===== config.mk =====
export PLATFORM = sky130hd
export DESIGN_NAME = decode_stage_flat
export DESIGN_NICKNAME = d
export VERILOG_FILES = /design/src/rtl/cpu_package.sv /design/src/rtl/decode_stage_if.sv /design/src/rtl/instr_decoder.sv /design/src/rtl/decode_stage.sv /design/src/flat_wrapper.sv
export SDC_FILE = /design/constraint.sdc
export NUM_CORES = 1
export LEC_CHECK = 0
export ABC_CLOCK_PERIOD_IN_PS = 1900
export BUFFER_PORTS_ARGS = -buffer_cell sky130_fd_sc_hd__buf_2
export CELL_PAD_IN_SITES_DETAIL_PLACEMENT = 2
export CELL_PAD_IN_SITES_GLOBAL_PLACEMENT = 2
export CORE_MARGIN = 2
export CORE_UTILIZATION = 29
export DETAILED_ROUTE_END_ITERATION = 10
export MAX_ROUTING_LAYER = met4
export PLACE_DENSITY_LB_ADDON = 0.12
export SETUP_SLACK_MARGIN = 0.2
export SYNTH_ARGS = -nofsm -noshare
export SYNTH_HDL_FRONTEND = slang
export SYNTH_SLANG_ARGS = --single-unit

===== constraint.sdc =====
create_clock -name clk -period 1.9 [get_ports clk]
set_clock_uncertainty 0.1 [all_clocks]
set_input_delay 0.38 -clock clk [delete_from_list [all_inputs] [get_ports clk]]
set_output_delay 0.38 -clock clk [all_outputs]
set_load 0.005 [all_outputs]

===== src/rtl/cpu_package.sv =====
// Shared RV32I decode types: opcode/type/ALU encodings, decoded bundle, immediate helpers.
// Pure declarations; no timing.
// No flow control.
package cpu_package;

  localparam int CPU_XLEN = 32;

  localparam logic [6:0] FUNCT7_BASE = 7'b0000000;
  localparam logic [6:0] FUNCT7_ALT  = 7'b0100000;

  typedef enum logic [6:0] {
    LOAD     = 7'b0000011,
    MISC_MEM = 7'b0001111,
    OP_IMM   = 7'b0010011,
    AUIPC    = 7'b0010111,
    STORE    = 7'b0100011,
    OP       = 7'b0110011,
    LUI      = 7'b0110111,
    BRANCH   = 7'b1100011,
    JALR     = 7'b1100111,
    JAL      = 7'b1101111,
    SYSTEM   = 7'b1110011
  } opcode_type_t;

  typedef enum logic [2:0] {
    R_TYPE = 3'd0,
    I_TYPE = 3'd1,
    S_TYPE = 3'd2,
    B_TYPE = 3'd3,
    U_TYPE = 3'd4,
    J_TYPE = 3'd5
  } instruction_type_t;

  typedef enum logic [2:0] {
    ALU_ADD = 3'd0,
    ALU_SUB = 3'd1,
    ALU_AND = 3'd2,
    ALU_OR  = 3'd3
  } alu_function_t;

  typedef struct packed {
    logic [CPU_XLEN-1:0] pc;
    opcode_type_t        opcode;
    logic [4:0]          rd;
    logic [4:0]          rs1;
    logic [4:0]          rs2;
    logic [2:0]          funct3;
    logic [6:0]          funct7;
    logic [CPU_XLEN-1:0] imm;
    instruction_type_t   itype;
    alu_function_t       alu_fn;
    logic                illegal;
  } decoded_instr_t;

  function automatic logic [31:0] imm_i(input logic [31:0] instr);
    return {{20{instr[31]}}, instr[31:20]};
  endfunction

  function automatic logic [31:0] imm_s(input logic [31:0] instr);
    return {{20{instr[31]}}, instr[31:25], instr[11:7]};
  endfunction

  function automatic logic [31:0] imm_b(input logic [31:0] instr);
    return {{19{instr[31]}}, instr[31], instr[7], instr[30:25], instr[11:8], 1'b0};
  endfunction

  function automatic logic [31:0] imm_u(input logic [31:0] instr);
    return {instr[31:12], 12'b0};
  endfunction

  function automatic logic [31:0] imm_j(input logic [31:0] instr);
    return {{11{instr[31]}}, instr[31], instr[19:12], instr[20], instr[30:21], 1'b0};
  endfunction

  // R-type (and anything unexpected) carries no immediate.
  function automatic logic [31:0] extract_imm(input logic [31:0] instr,
                                              input instruction_type_t itype);
    case (itype)
      I_TYPE:  return imm_i(instr);
      S_TYPE:  return imm_s(instr);
      B_TYPE:  return imm_b(instr);
      U_TYPE:  return imm_u(instr);
      J_TYPE:  return imm_j(instr);
      default: return 32'd0;
    endcase
  endfunction

endpackage


===== src/rtl/decode_stage_if.sv =====
// Fetch-side and execute-side handshake bundle of the decode stage.
// Wires only; no latency.
// valid/ready on both sides; master drives fetch inputs and out_ready.
interface decode_stage_if #(parameter int XLEN = 32);
  logic            in_valid;
  logic            in_ready;
  logic [31:0]     in_instr;
  logic [XLEN-1:0] in_pc;
  logic            out_valid;
  logic            out_ready;
  logic [XLEN-1:0] out_pc;
  logic [6:0]      out_opcode;
  logic [4:0]      out_rd;
  logic [4:0]      out_rs1;
  logic [4:0]      out_rs2;
  logic [2:0]      out_funct3;
  logic [6:0]      out_funct7;
  logic [XLEN-1:0] out_imm;
  logic [2:0]      out_type;
  logic [2:0]      out_alu_fn;
  logic            out_illegal;

  modport master (
    output in_valid, in_instr, in_pc, out_ready,
    input  in_ready, out_valid, out_pc, out_opcode, out_rd, out_rs1, out_rs2,
           out_funct3, out_funct7, out_imm, out_type, out_alu_fn, out_illegal
  );

  modport slave (
    input  in_valid, in_instr, in_pc, out_ready,
    output in_ready, out_valid, out_pc, out_opcode, out_rd, out_rs1, out_rs2,
           out_funct3, out_funct7, out_imm, out_type, out_alu_fn, out_illegal
  );
endinterface


===== src/rtl/instr_decoder.sv =====
// Combinational RV32I decoder: instruction word + PC -> decoded bundle.
// Zero latency.
// No flow control; the enclosing stage registers the result.
module instr_decoder
  import cpu_package::*;
#(
  parameter bit ALLOW_SYSTEM = 1'b1
) (
  input  logic [31:0]    instr,
  input  logic [31:0]    pc,
  output decoded_instr_t dec
);

  instruction_type_t itype;
  alu_function_t     alu_fn;
  logic              legal;
  logic [2:0]        funct3;
  logic [6:0]        funct7;

  assign funct3 = instr[14:12];
  assign funct7 = instr[31:25];

  // Classify the opcode into a format, ALU operation and legality.
  always_comb begin
    itype  = R_TYPE;
    alu_fn = ALU_ADD;
    legal  = 1'b1;
    case (instr[6:0])
      OP: begin
        itype = R_TYPE;
        case (funct3)
          3'b000: begin
            if (funct7 == FUNCT7_BASE)     alu_fn = ALU_ADD;
            else if (funct7 == FUNCT7_ALT) alu_fn = ALU_SUB;
            else                           legal  = 1'b0;
          end
          3'b111: begin
            if (funct7 == FUNCT7_BASE) alu_fn = ALU_AND;
            else                       legal  = 1'b0;
          end
          3'b110: begin
            if (funct7 == FUNCT7_BASE) alu_fn = ALU_OR;
            else                       legal  = 1'b0;
          end
          default: legal = 1'b0;
        endcase
      end
      OP_IMM: begin
        itype = I_TYPE;
        case (funct3)
          3'b000:  alu_fn = ALU_ADD;
          3'b111:  alu_fn = ALU_AND;
          3'b110:  alu_fn = ALU_OR;
          default: legal  = 1'b0;
        endcase
      end
      LOAD, JALR:       itype = I_TYPE;
      SYSTEM, MISC_MEM: begin
        itype = I_TYPE;
        legal = ALLOW_SYSTEM;
      end
      STORE:            itype = S_TYPE;
      BRANCH: begin
        itype  = B_TYPE;
        alu_fn = ALU_SUB;
      end
      LUI, AUIPC:       itype = U_TYPE;
      JAL:              itype = J_TYPE;
      default:          legal = 1'b0;
    endcase
    // Compressed encodings are not supported.
    if (instr[1:0] != 2'b11) legal = 1'b0;
  end

  // Assemble the bundle; illegal words collapse to a harmless R-type ADD with no immediate.
  always_comb begin
    dec        = '0;
    dec.pc     = pc;
    dec.opcode = opcode_type_t'(instr[6:0]);
    dec.rd     = instr[11:7];
    dec.rs1    = instr[19:15];
    dec.rs2    = instr[24:20];
    dec.funct3 = funct3;
    dec.funct7 = funct7;
    if (legal) begin
      dec.itype   = itype;
      dec.alu_fn  = alu_fn;
      dec.imm     = extract_imm(instr, itype);
      dec.illegal = 1'b0;
    end else begin
      dec.itype   = R_TYPE;
      dec.alu_fn  = ALU_ADD;
      dec.imm     = 32'd0;
      dec.illegal = 1'b1;
    end
  end

endmodule


===== src/rtl/decode_stage.sv =====
// RV32I decode pipeline stage: fetch handshake -> registered decoded bundle.
// One cycle: accepted at edge N, valid after edge N.
// Main + skid register; in_ready depends only on skid state and reset, never on out_ready.
module decode_stage
  import cpu_package::*;
#(
  parameter int XLEN         = 32,
  parameter bit ALLOW_SYSTEM = 1'b1
) (
  input  logic           clk,
  input  logic           reset,
  input  logic           flush,
  decode_stage_if.slave  bus
);

  if (XLEN != 32) begin : g_xlen_check
    $error("decode_stage supports XLEN=32 only");
  end

  decoded_instr_t dec;
  decoded_instr_t main_dat;
  decoded_instr_t skid_dat;
  logic           main_vld;
  logic           skid_vld;
  logic           accept;
  logic           main_free;

  instr_decoder #(.ALLOW_SYSTEM(ALLOW_SYSTEM)) u_instr_decoder (
    .instr (bus.in_instr),
    .pc    (bus.in_pc),
    .dec   (dec)
  );

  assign bus.in_ready = !skid_vld && !reset;
  assign accept       = bus.in_valid && bus.in_ready;
  // Main can take a new entry when empty or when its current one leaves this edge.
  assign main_free    = !main_vld || bus.out_ready;

  // Main/skid register pair: flush wins, skid refills main first, stalled accepts park in skid.
  always_ff @(posedge clk) begin
    if (reset) begin
      main_vld <= 1'b0;
      skid_vld <= 1'b0;
      main_dat <= '0;
      skid_dat <= '0;
    end else if (flush) begin
      main_vld <= 1'b0;
      skid_vld <= 1'b0;
    end else if (main_free) begin
      if (skid_vld) begin
        main_dat <= skid_dat;
        main_vld <= 1'b1;
        skid_vld <= 1'b0;
      end else if (accept) begin
        main_dat <= dec;
        main_vld <= 1'b1;
      end else begin
        main_vld <= 1'b0;
      end
    end else if (accept) begin
      skid_dat <= dec;
      skid_vld <= 1'b1;
    end
  end

  assign bus.out_valid   = main_vld;
  assign bus.out_pc      = main_dat.pc;
  assign bus.out_opcode  = main_dat.opcode;
  assign bus.out_rd      = main_dat.rd;
  assign bus.out_rs1     = main_dat.rs1;
  assign bus.out_rs2     = main_dat.rs2;
  assign bus.out_funct3  = main_dat.funct3;
  assign bus.out_funct7  = main_dat.funct7;
  assign bus.out_imm     = main_dat.imm;
  assign bus.out_type    = main_dat.itype;
  assign bus.out_alu_fn  = main_dat.alu_fn;
  assign bus.out_illegal = main_dat.illegal;

endmodule


===== src/flat_wrapper.sv =====
// flat-port wrapper written by rule: the top's interface ports become plain ports
module decode_stage_flat import cpu_package::*;
#(
  parameter int XLEN         = 32,
  parameter bit ALLOW_SYSTEM = 1'b1
)
  (clk, reset, flush, bus_in_valid, bus_in_instr, bus_in_pc, bus_out_ready, bus_in_ready, bus_out_valid, bus_out_pc, bus_out_opcode, bus_out_rd, bus_out_rs1, bus_out_rs2, bus_out_funct3, bus_out_funct7, bus_out_imm, bus_out_type, bus_out_alu_fn, bus_out_illegal);
  decode_stage_if #(.XLEN(XLEN)) bus_i ();
  input  logic clk;
  input  logic reset;
  input  logic flush;
  input wire logic [$bits(bus_i.in_valid)-1:0] bus_in_valid;
  input wire logic [$bits(bus_i.in_instr)-1:0] bus_in_instr;
  input wire logic [$bits(bus_i.in_pc)-1:0] bus_in_pc;
  input wire logic [$bits(bus_i.out_ready)-1:0] bus_out_ready;
  output wire logic [$bits(bus_i.in_ready)-1:0] bus_in_ready;
  output wire logic [$bits(bus_i.out_valid)-1:0] bus_out_valid;
  output wire logic [$bits(bus_i.out_pc)-1:0] bus_out_pc;
  output wire logic [$bits(bus_i.out_opcode)-1:0] bus_out_opcode;
  output wire logic [$bits(bus_i.out_rd)-1:0] bus_out_rd;
  output wire logic [$bits(bus_i.out_rs1)-1:0] bus_out_rs1;
  output wire logic [$bits(bus_i.out_rs2)-1:0] bus_out_rs2;
  output wire logic [$bits(bus_i.out_funct3)-1:0] bus_out_funct3;
  output wire logic [$bits(bus_i.out_funct7)-1:0] bus_out_funct7;
  output wire logic [$bits(bus_i.out_imm)-1:0] bus_out_imm;
  output wire logic [$bits(bus_i.out_type)-1:0] bus_out_type;
  output wire logic [$bits(bus_i.out_alu_fn)-1:0] bus_out_alu_fn;
  output wire logic [$bits(bus_i.out_illegal)-1:0] bus_out_illegal;
  assign bus_i.in_valid = bus_in_valid;
  assign bus_i.in_instr = bus_in_instr;
  assign bus_i.in_pc = bus_in_pc;
  assign bus_i.out_ready = bus_out_ready;
  assign bus_in_ready = bus_i.in_ready;
  assign bus_out_valid = bus_i.out_valid;
  assign bus_out_pc = bus_i.out_pc;
  assign bus_out_opcode = bus_i.out_opcode;
  assign bus_out_rd = bus_i.out_rd;
  assign bus_out_rs1 = bus_i.out_rs1;
  assign bus_out_rs2 = bus_i.out_rs2;
  assign bus_out_funct3 = bus_i.out_funct3;
  assign bus_out_funct7 = bus_i.out_funct7;
  assign bus_out_imm = bus_i.out_imm;
  assign bus_out_type = bus_i.out_type;
  assign bus_out_alu_fn = bus_i.out_alu_fn;
  assign bus_out_illegal = bus_i.out_illegal;
  decode_stage #(.XLEN(XLEN), .ALLOW_SYSTEM(ALLOW_SYSTEM)) u_core (.clk(clk), .reset(reset), .flush(flush), .bus(bus_i));
endmodule

# Yosys cells after proc, flatten, opt, wreduce, memory -nomap -nowiden
# Cells that the tools add are included.
# totals
reg_bits	208
out_inout_bits	105
# classes
eq_ne	20
mux	21
n_bitwise	2
reduce_logical	18
# op_table
op	count
103-bit two-way mux	2
32-bit case mux with 5 select lines	1
39-bit two-way mux	1
7-bit by 6-bit == test with 1-bit output, second input constant	4
7-bit == test, second input constant	4
3-bit case mux with 5 select lines	1
7-bit by 5-bit == test with 1-bit output, second input constant	2
3-bit == test, second input constant	4
2-bit case mux with 3 select lines	2
1-bit two-way mux	9
9-bit OR reduction	1
7-bit by 2-bit == test with 1-bit output, second input constant	1
7-bit by 4-bit == test with 1-bit output, second input constant	1
7-bit zero test	1
3-bit by 2-bit == test with 1-bit output, second input constant	2
3-bit AND reduction	2
2-bit OR reduction	3
3-bit OR reduction	2
5-bit OR reduction	1
2-bit two-way mux	2
2-bit case mux with 2 select lines	1
3-bit by 1-bit == test with 1-bit output, second input constant	1
1-bit zero test	3
3-bit zero test	1
other kinds (7)	9

# Depth between registers and ports, before layout
# Gate-level depths: netlist of run 1.
# logic_depth
ltp_word	9
mapped_depth	8

# Cells and area by module
# Synthesis of run 1 repeated with hierarchy kept, for this count alone.
# hier_totals
hier_cells	1242
area_unflattened_um2	10801.6
# modules_own_cells
mod	instances	cells_per_inst	area_each_um2
decode_stage	1	1043	9567.9
instr_decoder	1	199	1233.7

# Worst setup path before layout of run 1
# No wires, ideal clock.
# synth_path
path_kind	input to register
from	input port bus_in_instr[2]
to	register u_core.main_dat (netlist bit u_core.bus.out_imm[22])
setup_ps	135
t_arrival_ps	1796
setup_slack_ps	-131
path_stages	8
cell_sequence	buf_2 -> and3b_1 -> buf_2 -> o21a_1 -> o311a_1 -> clkbuf_1 -> o21ai_0 -> a211oi_1
# synth_via
elab_chain_cells	8
# synth_rtl
item	line	rtl
start, declared	flat_wrapper.sv:13	input wire logic [$bits(bus_i.in_instr)-1:0] bus_in_instr;
7-bit by 5-bit == test with 1-bit output, or another cell as far along	instr_decoder.sv:28	case (instr[6:0])
5-bit OR reduction (no source line) / 2-bit OR reduction (equally long branches)	-	
3-bit case mux with 5 select lines	instr_decoder.sv:28	
3-bit == test, or another cell as far along	cpu_package.sv:78	case (itype)
32-bit case mux with 5 select lines	cpu_package.sv:78	
39-bit two-way mux *	instr_decoder.sv:85	if (legal) begin
103-bit two-way mux *	decode_stage.sv:54	end else if (accept) begin
103-bit two-way mux *	decode_stage.sv:50	if (skid_vld) begin
end signal, assigned	decode_stage.sv:51	main_dat <= skid_dat;
end, declared	decode_stage.sv:21	decoded_instr_t main_dat;
# Mark *: on every way between the ends. The rest lies on a longest branch, timed or not. The select of a mux whose other input is x is not followed.
# A chain may end at the register's enable or synchronous reset.

# Final worst setup path of run 1
# layout_path
from	register u_core.skid_vld
to	output port bus_in_ready
# layout_via
elab_chain_cells	2
# layout_rtl
item	line	rtl
start, declared	decode_stage.sv:24	logic skid_vld;
start signal, assigned	decode_stage.sv:43	skid_vld <= 1'b0;
start signal, assigned	decode_stage.sv:48	skid_vld <= 1'b0;
start signal, assigned	decode_stage.sv:53	skid_vld <= 1'b0;
1-bit zero test	decode_stage.sv:34	assign bus.in_ready = !skid_vld && !reset;
1-bit logical AND	decode_stage.sv:34	
end, declared	flat_wrapper.sv:16	output wire logic [$bits(bus_i.in_ready)-1:0] bus_in_ready;
# Every way passes these cells.

==> results of run 1 <==
[worst register-to-register path, stage by stage (launching register included)]
cell and delay (ps):
dfxtp_4 380, inv_2 80, a211oi_4 220, buf_6 160, buf_12 160, nor2_1 50, or3_1 350, a21oi_1 150
[where the power goes]
group / internal (mW) / switching [mW] / leakage, nW / total, mW
Sequential: 4.43 / 0.0640 / 1.67 / 4.50
Clock: 3.22 / 1.96 / 0.441 / 5.18
Combinational: 0.475 / 0.592 / 2.66 / 1.07
Total: 8.13 / 2.61 / 4.77 / 10.7
[state kept, by name, summed over array words and instances (netlist names)]
register and flops:
u_core.skid_dat 102, u_core.bus.out_imm 32, u_core.bus.out_pc 32, u_core.bus.out_funct7 7, u_core.bus.out_opcode 7, u_core.bus.out_rd 5, u_core.bus.out_rs1 5, u_core.bus.out_rs2 5
u_core.bus.out_funct3 3, u_core.bus.out_type 3, u_core.bus.out_alu_fn 2, u_core.bus.out_illegal 1, u_core.bus.out_valid 1, u_core.skid_vld 1
[per-layer routing]
metal	global-route usage	share of wire
met5	-	0
met4	0.0518	0.020
met3	0.0347	0.044
met2	0.373	0.49
met1	0.262	0.44
[Yosys cell counts (3+ instances only)]
| master | number | area share |
|---|---|---|
| or3_1 | 5 | 0.0036 |
| mux2i_1 | 64 | 0.073 |
| and2_1 | 21 | 0.015 |
| a22o_1 | 6 | 0.0060 |
| a211oi_2 | 3 | 0.0043 |
| nand2_1 | 184 | 0.078 |
| o21ai_0 | 35 | 0.020 |
| o21a_1 | 3 | 0.0026 |
| a31oi_1 | 3 | 0.0021 |
| o211ai_1 | 4 | 0.0034 |
| dfxtp_1 | 206 | 0.47 |
| o2111ai_1 | 4 | 0.0040 |
| buf_2 | 14 | 0.0080 |
| nor2b_1 | 4 | 0.0028 |
| buf_1 | 9 | 0.0038 |
| a211oi_1 | 87 | 0.074 |
| clkbuf_1 | 68 | 0.029 |
| nor3_1 | 8 | 0.0045 |
| o21ai_1 | 10 | 0.0057 |
| a21oi_1 | 105 | 0.060 |
| nand3_1 | 27 | 0.015 |
| a21o_1 | 6 | 0.0051 |
| buf_4 | 3 | 0.0026 |
| nand4_1 | 5 | 0.0036 |
| o211a_1 | 3 | 0.0034 |
| nor2_1 | 125 | 0.053 |
[layout make-up]
type | count | share of cell area
Antenna cell | 1 | 0.000201
Clock buffer | 34 | 0.0588
Clock inverter | 10 | 0.0124
Inverter | 3 | 0.000907
Multi-Input combinational cell | 754 | 0.364
Sequential cell | 206 | 0.332
Tap cell | 390 | 0.0393
Timing Repair Buffer | 311 | 0.192
[worst paths after layout]
check        depth (start not counted)  slack (ps)                        startpoint                             endpoint
max                                  3         170      u_core.skid_vld$_SDFFE_PP0P_                         bus_in_ready
min                                  3          10                     bus_in_pc[27]     u_core.skid_dat[98]$_SDFFE_PP0P_
max reg2reg                          7         190      u_core.skid_vld$_SDFFE_PP0P_  u_core.bus.out_imm[11]$_SDFFE_PP0P_
min reg2reg                          2         360  u_core.skid_dat[19]$_SDFFE_PP0P_     u_core.skid_dat[19]$_SDFFE_PP0P_
[placed cells by master, fill, tap and decap left out, drive strengths merged, types with 2 or more instances in the layout]
master	instances
buf	281
dfxtp	206
nand2	184
nor2	125
a21oi	106
a211oi	90
mux2i	64
o21ai	45
clkbuf	36
nand3	27
dlygate4sd3	24
and2	21
nor3	8
a21o	6
a22o	6
nand4	5
clkinv	5
or3	5
o211ai	4
o2111ai	4
bufinv	4
bufbuf	4
nor2b	4
inv	4
o21a	3
a31oi	3
o31a	3
a221oi	3
o211a	3
nand3b	2
o41ai	2
nor3b	2
a311oi	2
and4	2
a211o	2
and3b	2
o31ai	2
[kinds of logic (layout without fill, tap and decap cells)]
family	count (synthesis)	in the layout	share of synthesized area
flops	206	206	0.468
simple gates	395	395	0.193
buf+inv	99	358	0.0472
mux	65	65	0.0740
other cells	1	2	0.000426
compound gates	292	292	0.217
xor+xnor	1	1	0.000995
[what timing repair did]
action / in CTS / in global routing
gates resized for setup: 10 / 73
gates cloned: 4 / 4
hold buffers: 24 / 0
pin swaps: 1 / 22
endpoints found under the hold margin: 24 / 0
endpoints found under the setup margin: 150 / 106
setup buffers: 8 / 8
==> results.json, run 1 <==
{
  "status": "finished, final reports clean",
  "fmax_mhz": 578,
  "multi_input_comb_area_um2": 4520,
  "synth_edf_count": 0,
  "crit_required_ps": 1420,
  "num_rows": 63,
  "firstDrtPassIters": 4,
  "slew_headroom": 0.613,
  "die-area_um2": 31800,
  "crit_type": "reg -> out",
  "final_cell_area_um2": 12400,
  "stdcell_count": 1709,
  "wl_per_cell_um": 20.4,
  "ant_nets": 0,
  "dp_slack_ps": -409,
  "setup_violations": 0,
  "synthArstFlopShare": 0,
  "synth_cell_type_count": 61,
  "yosysWarnings": 0,
  "syn_area_per_cell_um2": 8.32,
  "cts_sinks": 206,
  "fin_nets": 1370,
  "die_w_um": 178,
  "core_um2": 29800,
  "slew_viol_final": 0,
  "rsz0062_at_grt": "yes",
  "cp.arrival_ps": 1250,
  "netlist_instances": 1059,
  "hp-class": "in -> reg",
  "path_cells": "buf_16 > nor2_2 > buf_2",
  "synth-main-ff-cell": "dfxtp_1",
  "clkLatencyLatePin_ps": 530,
  "place_inst": 1616,
  "drc": 0,
  "layout_worst_path_cycle_share": 0.911,
  "die_y_um": 178,
  "p_per_area_nw_per_um2": 865,
  "register_area_um2": 4130,
  "port_buffers": 172,
  "critPathMaxFanout": 3,
  "ys_ff_latch": 206,
  "grt_start_max_net_pins": 87,
  "maxCapViolations": 0,
  "clk_pin_slew_ps": 60,
  "peakVddDrop_uv": 554,
  "period_needed_ps": 1730,
  "post_dp_cell_area_um2": 10700,
  "n_fill_cell": 3378,
  "total_power_mw": 10.7,
  "initial_utilization": 0.296,
  "grt_overflow": 0,
  "clockRootBuffer": "clkbuf_16",
  "hold_slack_ps": 11.8,
  "dpl.hpwl_um": 21900,
  "cts_buffers": 25,
  "drive_above_1_share": 0.296,
  "hold_violations": 0,
  "syn-cell-area_um2": 8810,
  "path_buf_inv": 2,
  "cp_top_family": "flip-flops",
  "area_growth_pct": 41.1,
  "grt_use_total": 0.216,
  "layout_setup_ws_ps": 170,
  "worst_slew_pin_slew_ps": 579,
  "vias_per_cell": 5.12,
  "io_pins": 174,
  "gp_congestion": 0.778,
  "drt_iter0_drc": 309,
  "power.leakage_nw": 4.77,
  "synth_nets": 1128,
  "grt_pass1_vias": 9155,
  "fin_util": 0.417,
  "tns_ps": 0,
  "htree_levels": 1,
  "slowest_delay_ps": 360,
  "wirelength_um": 34900,
  "slowest_stage": "dfxtp_4",
  "ys_seq_area_frac": 0.468,
  "antenna_found_initial": 1,
  "start_kind": "register",
  "grt_pass1_wl_um": 52000,
  "cts_tree": "yes",
  "vias": 8746,
  "worstSetupEndpointType": "output port",
  "clockBufferDepth": 3
}
No activity file was read; power rests on OpenSTA's default activity.
==> run 2, diff against run 1 <==
==> constraint.sdc (replaced) <==
create_clock -name clk -period 1.9 [get_ports clk]
set_clock_uncertainty 0.1 [all_clocks]
set_input_delay 0.285 -clock clk [delete_from_list [all_inputs] [get_ports clk]]
set_output_delay 0.285 -clock clk [all_outputs]
set_load 0.005 [all_outputs]
==> run 2 against run 1 <==
  * First-iteration DRC count decreased by 11%
  * Worst setup slack got worse by 22 ps
  * Critical path depth increased by 1
  * Sequential power about the same
  * Die area unchanged
  * Register-to-register slack got worse by 40 ps
  * Sequential share of layout area decreased by 0.91 points
  * Non-clock buffer count increased by 34
  * Total power decreased by 4.1%
  * Highest routed layer unchanged
==> results.json, run 2 (synthesized netlist as in run 1, its figures left out) <==
{
  "hp-start": "bus_in_instr[22]",
  "n_fill_cell": 3392,
  "cts_tree": "yes",
  "initial_utilization": 0.296,
  "power.leakage_nw": 4.92,
  "die_w_um": 178,
  "layout_worst_path_cycle_share": 0.922,
  "ant_nets": 0,
  "crit_required_ps": 1510,
  "core_um2": 29800,
  "grt_start_max_net_pins": 95,
  "io_pins": 174,
  "p_per_area_nw_per_um2": 806,
  "clk_pin_slew_ps": 60,
  "fmax_mhz": 571,
  "internal_power_mw": 7.65,
  "grt_overflow": 0,
  "period_needed_ps": 1750,
  "final_common_cell": "dfxtp_1",
  "combinationalPowerShare": 0.112,
  "drive_above_1_share": 0.289,
  "clockBufferDepth": 3,
  "rsz0062_at_grt": "yes",
  "worst_slew_pin_slew_ps": 607,
  "total_power_mw": 10.3,
  "drt_iter0_drc": 274,
  "power_switching_mw": 2.65,
  "cts_sinks": 206,
  "crit_start": "u_core.skid_vld$_SDFFE_PP0P_",
  "die-area_um2": 31800,
  "area_growth_pct": 45.1,
  "register_area_um2": 4130,
  "gp_congestion": 0.842,
  "seqPwrFrac": 0.436,
  "firstDrtPassIters": 7,
  "clkLatencyLatePin_ps": 540,
  "slew_headroom": 0.595,
  "slew_viol_final": 0,
  "largest_register_ffs": 102,
  "maxCapViolations": 0,
  "antenna_found_initial": 2,
  "wirelength_um": 35900,
  "multi_input_comb_area_um2": 4480,
  "wl_per_cell_um": 20.5,
  "die_y_um": 178,
  "fin_nets": 1405,
  "critPathMaxFanout": 4,
  "drc": 0,
  "num_rows": 63,
  "post_dp_cell_area_um2": 10700,
  "cts_buffers": 26,
  "dpl.hpwl_um": 22000,
  "setup_violations": 0,
  "regMostFlops": "u_core.skid_dat",
  "port_buffers": 172,
  "hold_slack_ps": 4.14,
  "crit_type": "reg -> out",
  "tns_ps": 0,
  "grt_pass1_vias": 9502,
  "final_cell_mix": "dfxtp_1 (204), nand2_1 (184), buf_2 (170)",
  "rr_startpoint": "u_core.bus.out_valid$_SDFFE_PP0P_",
  "vias_per_cell": 5.14,
  "final_cell_area_um2": 12800,
  "grt_use_total": 0.227,
  "hp-class": "in -> reg",
  "worstSetupEndpointType": "output port",
  "htree_levels": 1,
  "start_kind": "register",
  "grt_pass1_wl_um": 54600,
  "cp.arrival_ps": 1370,
  "pwr-share-clk": 0.451,
  "clockRootBuffer": "clkbuf_16",
  "sw_frac_of_total": 0.257,
  "hold_violations": 0,
  "peakVddDrop_uv": 510,
  "vias": 8976,
  "status": "finished, final reports clean"
}
run 2: critical path, cell delays in order, from the launching register on:
cell and delay, ps:
dfxtp_4 360, buf_16 130, buf_16 130, nor2_4 100
buf_2 120
run 2: area by class of cell:
cell class	count	share of cell area
Timing Repair Buffer	345	0.224
Antenna cell	2	0.000392
Sequential cell	206	0.323
Clock inverter	10	0.00529
Tap cell	390	0.0382
Inverter	3	0.000882
Clock buffer	37	0.0573
Multi-Input combinational cell	754	0.350
run 2: worst paths after layout:
kind	endpoint	slack, ps	cells past startpoint
hold / removal	u_core.skid_dat[51]$_SDFFE_PP0P_	4	3
setup / recovery	bus_in_ready	150	4
setup reg to reg	u_core.bus.out_rs2[0]$_SDFFE_PP0P_	150	8
hold reg to reg	u_core.skid_dat[57]$_SDFFE_PP0P_	360	2
run 2: power by group through the flow:
stage	combinational, mW	clock, mW	sequential [mW]
floorplan	0.428	0	4.59
global placement	0.919	0	4.58
detailed placement	0.937	0	4.59
CTS	1.10	4.78	4.49
global route	1.27	4.98	4.51
finish	1.16	4.65	4.49
run 2: metrics by stage:
stage                util  worst slack [ps]  instances
floorplan               -              46.1       1059
global placement    0.358              -227       1617
detailed placement  0.358              -329       1617
CTS                 0.416              98.5       1731
global route        0.429              80.7       1747
finish              0.429               148       1747
run 2: metal layers:
layer | vias to the layer above | track usage | share of wire
met4 | 0 | 0.0603 | 0.024
li1 | 4261 | - | -
met1 | 4470 | 0.272 | 0.43
met5 | - | - | 0
met2 | 199 | 0.391 | 0.49
met3 | 46 | 0.0411 | 0.052
run 2: timing repair:
action                                 4_1_cts  5_1_grt
hold buffers                                48        0
endpoints found under the hold margin       63        0
setup buffers                               11        6
resized for setup                           31       41
cloned                                       8        8
setup endpoints to repair                   95      103
pin swaps                                    4       14
==> run 3, diff against run 2 <==
--- a/config.mk
+++ b/config.mk
@@ -5,12 +5,13 @@
 export SDC_FILE = /design/constraint.sdc
 export NUM_CORES = 1
 export LEC_CHECK = 0
+export ABC_AREA = 1
 export ABC_CLOCK_PERIOD_IN_PS = 1900
 export BUFFER_PORTS_ARGS = -buffer_cell sky130_fd_sc_hd__buf_2
 export CELL_PAD_IN_SITES_DETAIL_PLACEMENT = 2
 export CELL_PAD_IN_SITES_GLOBAL_PLACEMENT = 2
 export CORE_MARGIN = 2
-export CORE_UTILIZATION = 29
+export CORE_UTILIZATION = 27
 export DETAILED_ROUTE_END_ITERATION = 10
 export MAX_ROUTING_LAYER = met4
 export PLACE_DENSITY_LB_ADDON = 0.12
==> run 3 against run 2 <==
  * Total power up 7.1%
  * Via count up 14%
  * Die area up 10%
  * First-iteration DRC count up 49%
  * Area after synthesis up 2.7%
  * Design area up 11%
  * Wire length up 21%
  * Sequential cell count unchanged
  * Largest power group unchanged
  * Worst setup slack worse by 63 ps
  * Hold slack better by 12 ps
  * Core utilization down 0.35 points
==> results.json, run 3 <==
{
  "status": "finished, final reports clean",
  "hold_violations": 0,
  "seqPwrFrac": 0.404,
  "p_per_area_nw_per_um2": 779,
  "die_w_um": 187,
  "synth_top_family_by_area": "compound AO/OA/AOI/OAI gates",
  "netlist_instances": 1294,
  "port_buffers": 172,
  "synth_edf_count": 0,
  "synth_top_area_frac": 0.456,
  "internal_power_mw": 8.31,
  "cts_tree": "yes",
  "grt_start_max_net_pins": 95,
  "io_pins": 174,
  "ys_seq_area_frac": 0.456,
  "slew_headroom": 0.584,
  "grt_overflow": 0,
  "final_cell_area_um2": 14100,
  "die-area_um2": 35000,
  "n_fill_cell": 3783,
  "die_y_um": 187,
  "hp-class": "in -> reg",
  "slew_viol_final": 0,
  "synth_area_leaders": "dfxtp_1 (46%), nand2_1 (14%), o21ai_0 (10%)",
  "cts_sinks": 206,
  "grt_use_total": 0.220,
  "pwr-share-clk": 0.501,
  "yosysMostFrequentCell": "nand2_1",
  "clockBufferDepth": 3,
  "dpl.hpwl_um": 23400,
  "ant_nets": 0,
  "synth_compound_area_frac": 0.241,
  "path_cells": "nor2_4 > nand2_2 > buf_6 > nor3_4 > buf_6 > buf_12 > buf_12 > buf_16 > a21oi_2",
  "final_cell_mix": "nand2_1 (337), dfxtp_1 (205), buf_2 (172)",
  "peakVddDrop_uv": 561,
  "fin_util": 0.425,
  "area_growth_pct": 56.5,
  "slowest_delay_ps": 330,
  "vias": 10200,
  "setup_violations": 0,
  "synth_cell_type_count": 29,
  "core_um2": 33300,
  "clockRootBuffer": "clkbuf_16",
  "yosysTopAreaCell": "dfxtp_1",
  "largest_register_ffs": 102,
  "cts_buffers": 27,
  "start_kind": "register",
  "cp.arrival_ps": 2130,
  "layout_worst_path_cycle_share": 0.955,
  "ys_ff_latch": 206,
  "grt_pass1_wl_um": 60200,
  "r2r_slack_ps": 80,
  "multi_input_comb_area_um2": 4610,
  "grt_pass1_vias": 10600,
  "crit_start": "u_core.skid_vld$_SDFFE_PP0P_",
  "layout_setup_ws_ps": 84.6,
  "clkLatencyLatePin_ps": 540,
  "worstSetupEndpointType": "register",
  "gp_congestion": 0.835,
  "sw_frac_of_total": 0.247,
  "yosysWarnings": 0,
  "wirelength_um": 43500,
  "drive_above_1_share": 0.309,
  "antenna_found_initial": 0,
  "slowest_stage": "dfxtp_2",
  "synthSimpleGateAreaFrac": 0.218,
  "power.leakage_nw": 6.61,
  "combinationalPowerShare": 0.095,
  "crit_required_ps": 2220,
  "critPathMaxFanout": 6,
  "worst_slew_pin_slew_ps": 625,
  "register_area_um2": 4130,
  "rr_startpoint": "u_core.skid_vld$_SDFFE_PP0P_",
  "num_rows": 67,
  "period_needed_ps": 1820,
  "syn_area_per_cell_um2": 6.99,
  "synth_nets": 1363,
  "final_common_cell": "nand2_1",
  "wl_per_cell_um": 21.0,
  "drc": 0,
  "syn-cell-area_um2": 9040,
  "clk_pin_slew_ps": 60,
  "maxCapViolations": 0,
  "synth.area.mux_share": 0,
  "path_buf_inv": 5,
  "post_dp_cell_area_um2": 10900,
  "fin_nets": 1668,
  "initial_utilization": 0.272,
  "drt_iter0_drc": 409,
  "synth_commonest_cells": "nand2_1 (340), dfxtp_1 (206), o21ai_0 (184)",
  "synth_xor_xnor_area_share": 0,
  "vias_per_cell": 4.96,
  "cp_top_family": "buffers and inverters",
  "power_switching_mw": 2.72,
  "regMostFlops": "u_core.skid_dat",
  "synth-main-ff-cell": "dfxtp_1",
  "synthAdderAreaFrac": 0,
  "rsz0062_at_grt": "yes",
  "fmax_mhz": 551,
  "synthArstFlopShare": 0,
  "dp_slack_ps": -166,
  "crit_type": "reg -> reg",
  "firstDrtPassIters": 4,
  "htree_levels": 1,
  "hp-start": "bus_in_instr[29]"
}
run 3: cell types whose count changed after synthesis, moves of 61 or more:
cell / before / now
a211oi_1: 87 / 0
nand2_1: 184 / 340
a31oi_1: 3 / 64
mux2i_1: 64 / 0
o21ai_0: 35 / 184
inv_1: 2 / 80
run 3: final cells by class:
class	count	share of cell area
Tap cell	448	0.0396
Antenna cell	1	0.000177
Timing Repair Buffer	373	0.252
Inverter	84	0.0235
Sequential cell	206	0.292
Clock buffer	37	0.0532
Multi-Input combinational cell	906	0.326
Clock inverter	12	0.0134
Timing Repair inverter	1	0.000796
run 3: per-layer routing:
layer	wire (µm)	GRT usage
met4	691	0.0440
met1	19000	0.275
met2	22400	0.385
met5	0	-
met3	1370	0.0244
run 3: logic make-up after synthesis:
family | Yosys count
AO/OA/AOI/OAI | 407
buffers and inverters | 182
AND/OR/NAND/NOR | 498
flip-flops | 206
other | 1
run 3: power groups by stage:
stage / Sequential (mW) / Clock [mW] / Combinational [mW]
2_1_floorplan: 4.54 / 0 / 0.337
4_1_cts: 4.45 / 5.62 / 0.937
5_1_grt: 4.46 / 5.86 / 1.13
6_report: 4.46 / 5.53 / 1.05
3_3_place_gp: 4.54 / 0 / 0.773
3_5_place_dp: 4.54 / 0 / 0.790
run 3: path summary, 6_finish.rpt:
path / end / depth (start not counted)
setup / recovery: u_core.skid_dat[87]$_SDFFE_PP0P_ / 9
hold / removal: u_core.bus.out_funct7[4]$_SDFFE_PP0P_ / 3
hold reg to reg: u_core.bus.out_imm[15]$_SDFFE_PP0P_ / 2
setup reg to reg: u_core.skid_dat[87]$_SDFFE_PP0P_ / 9
run 3: what timing repair did:
action | CTS | global route
setup buffers | 12 | 17
hold endpoints to repair | 90 | 1
gates cloned | 9 | 26
pin swaps | 3 | 46
gates resized for setup | 21 | 219
hold buffers | 51 | 1
setup endpoints to repair | 178 | 197
run 3: worst min-delay path, cell delays in order:
cell and delay, ps:
buf_2 150, nand2_1 80, a31oi_1 80
run 3: stage by stage:
step	power [mW]	setup TNS (ps)	hold WS, ps	instances
6_report	11.0	0	16.1	2068
5_1_grt	11.5	0	36.8	2067
4_1_cts	11.0	0	2.04	2023
3_5_place_dp	5.33	-3960	358	1902
3_3_place_gp	5.31	-2180	352	1902
2_1_floorplan	4.88	0	313	1294
